`config.mk`:
```
export PLATFORM = sky130hd
export DESIGN_NAME = oc_packet_scheduler
export DESIGN_NICKNAME = d
export VERILOG_FILES = /design/src/rtl/oc_packet_scheduler_pkg.sv /design/src/rtl/oc_rr_pick.sv /design/src/rtl/oc_packet_scheduler.sv
export SDC_FILE = /design/constraint.sdc
export NUM_CORES = 1
export LEC_CHECK = 0
export ABC_AREA = 1
export CORE_MARGIN = 4
export CORE_UTILIZATION = 27
export DETAILED_ROUTE_END_ITERATION = 7
export SETUP_SLACK_MARGIN = 0.5
export SYNTH_ARGS = -nofsm -noshare
export SYNTH_HDL_FRONTEND = slang
export SYNTH_HIERARCHICAL = 1
export SYNTH_SLANG_ARGS = --single-unit
```
`constraint.sdc`:
```
create_clock -name clk -period 11.8 [get_ports clk]
set_input_delay 2.36 -clock clk [delete_from_list [all_inputs] [get_ports clk]]
set_output_delay 2.36 -clock clk [all_outputs]
set_load 0.01 [all_outputs]
```
`src/rtl/oc_packet_scheduler_pkg.sv`:
```
// Shared state encoding and round-robin helpers for the output-channel packet scheduler.
package oc_packet_scheduler_pkg;

  localparam logic [0:0] StIdle = 1'b0;
  localparam logic [0:0] StBusy = 1'b1;

  // Helpers work on a fixed-width vector; callers zero-extend their channel bits.
  localparam int unsigned MaxChannels = 32;
  localparam int unsigned IdxW        = $clog2(MaxChannels);

  function automatic int unsigned onehot_to_idx(input logic [MaxChannels-1:0] onehot);
    int unsigned idx;
    idx = 0;
    for (int unsigned i = 0; i < MaxChannels; i++) begin
      if (onehot[i]) idx = i;
    end
    return idx;
  endfunction

  // First set bit of req found by walking upward from ptr, wrapping at n.
  function automatic int unsigned rr_search(input logic [MaxChannels-1:0] req,
                                            input int unsigned           ptr,
                                            input int unsigned           n);
    int unsigned cand;
    int unsigned win;
    logic        found;
    cand  = ptr;
    win   = ptr;
    found = 1'b0;
    for (int unsigned k = 0; k < MaxChannels; k++) begin
      if (!found && (k < n) && req[cand[IdxW-1:0]]) begin
        found = 1'b1;
        win   = cand;
      end
      cand = (cand + 32'd1 >= n) ? 32'd0 : cand + 32'd1;
    end
    return win;
  endfunction

endpackage

```
`src/rtl/oc_rr_pick.sv`:
```
// Combinational round-robin picker: one-hot winner among req, searching upward from ptr.
module oc_rr_pick
  import oc_packet_scheduler_pkg::*;
#(
  parameter int unsigned NUMBER_CHANNELS = 5,
  parameter int unsigned PTR_W           = 3
) (
  input  logic [NUMBER_CHANNELS-1:0] req,
  input  logic [PTR_W-1:0]           ptr,
  output logic [NUMBER_CHANNELS-1:0] winner,
  output logic                       valid
);

  int unsigned win_idx;

  always_comb begin
    valid   = |req;
    win_idx = rr_search(MaxChannels'(req), 32'(ptr), NUMBER_CHANNELS);
    winner  = '0;
    for (int unsigned i = 0; i < NUMBER_CHANNELS; i++) begin
      winner[i] = valid && (win_idx == i);
    end
  end

endmodule

```
`src/rtl/oc_packet_scheduler.sv`:
```
// Packet-level round-robin scheduler for one router output channel; a grant is held
// until the packet's EOP flit is accepted downstream or the length limit forces release.
module oc_packet_scheduler
  import oc_packet_scheduler_pkg::*;
#(
  parameter int unsigned NUMBER_CHANNELS = 5,
  parameter int unsigned DATA_WIDTH      = 70,
  parameter int unsigned MAX_FLITS       = 64,
  parameter int unsigned CNT_W           = $clog2(MAX_FLITS + 1)
) (
  input  logic                               clk,
  input  logic                               rst,
  input  logic [NUMBER_CHANNELS-1:0]         x_req,
  input  logic [NUMBER_CHANNELS-1:0]         x_rok,
  input  logic                               eop,
  input  logic                               out_ack,
  output logic [NUMBER_CHANNELS-1:0]         x_gnt,
  output logic [NUMBER_CHANNELS-1:0]         sel_channel,
  output logic                               idle,
  output logic                               out_val,
  output logic                               len_err,
  output logic [$clog2(NUMBER_CHANNELS)-1:0] ptr
);

  localparam int unsigned PtrW = $clog2(NUMBER_CHANNELS);

  if (NUMBER_CHANNELS < 2 || NUMBER_CHANNELS > MaxChannels) begin : g_bad_channels
    $error("oc_packet_scheduler: NUMBER_CHANNELS out of range");
  end
  if (DATA_WIDTH < 2) begin : g_bad_width
    $error("oc_packet_scheduler: DATA_WIDTH must leave room for the EOP bit");
  end
  if (MAX_FLITS < 1) begin : g_bad_max
    $error("oc_packet_scheduler: MAX_FLITS must be at least 1");
  end

  logic [0:0]                 state_q, state_d;
  logic [NUMBER_CHANNELS-1:0] gnt_q, gnt_d;
  logic [CNT_W-1:0]           cnt_q, cnt_d;
  logic [PtrW-1:0]            ptr_q, ptr_d;
  logic                       len_err_q, len_err_d;

  logic [NUMBER_CHANNELS-1:0] pick;
  logic                       pick_valid;
  logic                       xfer;
  logic                       at_limit;
  logic                       pkt_done;
  logic [PtrW-1:0]            ptr_next;
  int unsigned                gnt_idx;

  oc_rr_pick #(
    .NUMBER_CHANNELS(NUMBER_CHANNELS),
    .PTR_W          (PtrW)
  ) u_rr_pick (
    .req   (x_req),
    .ptr   (ptr_q),
    .winner(pick),
    .valid (pick_valid)
  );

  // out_val depends only on the registered grant and x_rok.
  assign out_val  = |(gnt_q & x_rok);
  assign xfer     = (state_q == StBusy) && out_val && out_ack;
  assign at_limit = (cnt_q == CNT_W'(MAX_FLITS - 1));
  assign pkt_done = xfer && (eop || at_limit);

  always_comb begin
    gnt_idx  = onehot_to_idx(MaxChannels'(gnt_q));
    ptr_next = (gnt_idx + 32'd1 >= NUMBER_CHANNELS) ? '0 : PtrW'(gnt_idx + 32'd1);
  end

  always_comb begin
    state_d   = state_q;
    gnt_d     = gnt_q;
    cnt_d     = cnt_q;
    ptr_d     = ptr_q;
    len_err_d = 1'b0;
    unique case (state_q)
      StIdle: begin
        if (pick_valid) begin
          state_d = StBusy;
          gnt_d   = pick;
          cnt_d   = '0;
        end
      end
      StBusy: begin
        if (pkt_done) begin
          state_d   = StIdle;
          gnt_d     = '0;
          cnt_d     = '0;
          ptr_d     = ptr_next;
          len_err_d = !eop;
        end else if (xfer) begin
          cnt_d = cnt_q + CNT_W'(1);
        end
      end
      default: begin
        state_d = StIdle;
        gnt_d   = '0;
        cnt_d   = '0;
      end
    endcase
  end

  always_ff @(posedge clk) begin
    if (rst) begin
      state_q   <= StIdle;
      gnt_q     <= '0;
      cnt_q     <= '0;
      ptr_q     <= '0;
      len_err_q <= 1'b0;
    end else begin
      state_q   <= state_d;
      gnt_q     <= gnt_d;
      cnt_q     <= cnt_d;
      ptr_q     <= ptr_d;
      len_err_q <= len_err_d;
    end
  end

  assign x_gnt       = gnt_q;
  assign sel_channel = gnt_q;
  assign idle        = (state_q == StIdle);
  assign len_err     = len_err_q;
  assign ptr         = ptr_q;

endmodule
```
==> results.toml <==
[detailed_routing]
drtIter0Drc = 93
firstDrtPassIters = 4
vias = 2102
wl_per_cell_um = 10.8
postRouteAntennaNets = 0
drc = 0
viasPerCell = 4.56
dr_wl_met3_um = 81
met1_length_um = 2500
wl_met2_um = 2370
maxUsedRoutingLayer = "met4"
wirelength_um = 4980

[clocking]
clk_pin_slew_ns = 0.07
cts_buffers = 3
ctsResizeCount = 0
cts_hold_buf = 0
cts-root-buf = "clkbuf_8"
insertion_delay_ns = 0.25
cts_tree = "yes"
cts_sinks = 17
htree_levels = 1
cts_buffer_depth = 2
cts_setup_buffers = 0

[synth]
syn_area_per_cell_um2 = 6.39
synth_cells = 335
synth.most_common_cell = "nand2_1"
synthTopCellsByCount = "nand2_1 (103), nand3_1 (42), inv_1 (38), nor2_1 (23), dfxtp_1 (17)"
syn-cell-area_mm2 = 0.00214
ys_warn_count = 6
synth_edf_count = 0
ys_seq_elements = 17
yosys-top-cells-area = "nand2_1 (18%), dfxtp_1 (16%), nand3_1 (9.8%)"
syn_nets = 360
ys_types = 33
synth_top_area_cell = "nand2_1"
ys.flop_type = "dfxtp_1"
yosys.area.top_type_share_pct = 18.1
yosysSeqAreaShare_pct = 15.9
ys_async_sr_fraction_pct = 0

[worst_setup_path]
crit_type = "in2out"
rr_worst_depth = 33
cp_slowest_cell = "clkdlybuf4s50_1"
worst_setup_path_start_kind = "primary input"
worst_path_most_repeated_cell = "nand2_1"
crit_fanout = 2
crit_required_ns = 9.44
crit_chain = "clkdlybuf4s50_1, nand2_1, nand2_1, nor2_1, nand2_1, clkdlybuf4s50_1"
critPathArrivalTime_ns = 3.66
regToRegEndpoint = "sel_channel[3]"
critPathCaptureType = "primary output"
regToRegSetupSlack_ns = 6.66
r2r_start = "ptr[0]"
slowest_delay_ns = 0.55

[sta]
drv_slew = 0
fin_crit_sh_pct = 51.0
rsz0062_at_grt = "false"
min_period_ns = 6.02
tightest_slew_ns = 0.595
max_freq_mhz = 166
final-hold-violation-count = 0
skew_ns = 0.00662
tns_ns = 0
setup_viol = 0
relSlewSlack_pct = 60.2

[cells_and_area]
drive_gt1_share_pct = 16.4
diodes = 0
nNetsFinal = 385
final_cells = 461
n_fill_cell = 843
final_core_util_pct = 32.7
area_growth_pct = 18.0

[grt]
track_usage_pct = 10.8
grt_max_degree = 16
antenna_found_initial = 0
grt_first_pass_wirelength_um = 9070
grt_pass1_vias = 2026
overflow = 0

[place]
gp_congestion = 0.850
numPortBuffers = 29
hpwl_um = 4010
place_inst = 457

[die]
die_w_um = 97.0
core_mm2 = 0.00773
ios = 30
die_h_um = 97.0
dieArea_mm2 = 0.00941
start_util_pct = 27.7
rows = 32

[min_path]
min-delay-start = "state_q"
hold_path.class = "reg2reg"
holdPathEnd = "state_q"
min_path_cells = 2

[flow_run]
cap_violations = 0

[pwr]
p_per_area_mw_per_mm2 = 106
p_leak_uw = 0.00117
vdd_drop_max_mv = 0.0384

[status]
status = "finished clean"
-- registers in the layout, summed over array words and instances (netlist names) --
signal / flops
cnt_q: 7
len_err: 1
ptr: 3
sel_channel: 5
state_q: 1
-- routing by layer --
layer  GRT usage (%)  up-vias
met1            14.3      942
met3           0.721        2
met4            3.02        0
li1                -     1130
met2            18.9       28
met5               0        -
-- how the worst max path moves through the flow --
stage | slack [ns] | endpoint | depth (start not counted) | from
6_report | 5.78 | out_val | 6 | x_rok[1]
3_5_place_dp | 5.79 | out_val | 6 | x_rok[1]
2_1_floorplan | 6.78 | out_val | 4 | x_rok[2]
5_1_grt | 5.73 | out_val | 6 | x_rok[1]
4_1_cts | 5.78 | out_val | 6 | x_rok[1]
3_3_place_gp | 5.84 | out_val | 6 | x_rok[2]
-- stage by stage --
step           setup WS (ns)  instance area (um^2)  total power, uW  hold WS (ns)
3_5_place_dp            5.79                  2480              227         0.487
3_3_place_gp            5.84                  2480              225         0.476
4_1_cts                 5.78                  2520              272         0.499
5_1_grt                 5.73                  2520              296         0.520
2_1_floorplan           6.78                  2140              193         0.458
6_report                5.78                  2520              268         0.497
-- logic make-up (layout without fill, tap and decap cells) --
family          Yosys count  in the layout  share of synthesized area [%]
buf+inv                  54             78                           11.6
compound gates           20             20                           5.85
flops                    17             17                           15.9
fa+ha+maj                11             11                           6.43
simple gates            233            233                           60.2
-- power by group --
part / internal [uW] / total, uW / switching, uW / leakage (uW)
combinational: 62.4 / 159 / 97.1 / 0.00100
clock: 23.4 / 43.6 / 20.2 / 0.0000255
sequential: 60.9 / 65.3 / 4.38 / 0.000138
total: 147 / 268 / 122 / 0.00117
-- cells in the final DEF (no fill, tap or decap) --
cell	n
nand2_2	10
o21bai_2	2
nand3b_1	1
inv_2	6
nor2_2	2
nor3_2	2
clkinv_1	1
clkinv_2	1
nor3_1	2
a21boi_1	3
nor2_1	23
nor4_2	1
clkdlybuf4s50_1	29
clkbuf_8	3
nand4_1	12
o21ai_1	1
ha_1	11
nand3_2	15
nor2_8	1
nor2_4	3
nand2_4	6
nand3_1	42
a21boi_0	2
o21ai_0	3
dfxtp_1	17
a21oi_1	9
nor4_1	2
and2_4	1
nand2_1	103
and2_1	1
inv_1	38
nand3_4	6
-- cell type report --
cell class / instances / area, um^2 / area share [%]
repair buffers: 29 / 290 / 11.5
well taps: 102 / 128 / 5.06
inverters: 45 / 169 / 6.69
flip-flops and latches: 17 / 340 / 13.5
clock inverters: 1 / 5.00 / 0.198
multi-input cells: 264 / 1550 / 61.4
clock buffers: 3 / 41.3 / 1.64
-- critical path, delay by kind of cell --
family | cells | cell delay [ns]
buffers and inverters | 2 | 1.01
AND/OR/NAND/NOR | 4 | 0.29
Note: power is estimated with default switching activity, not from simulation.
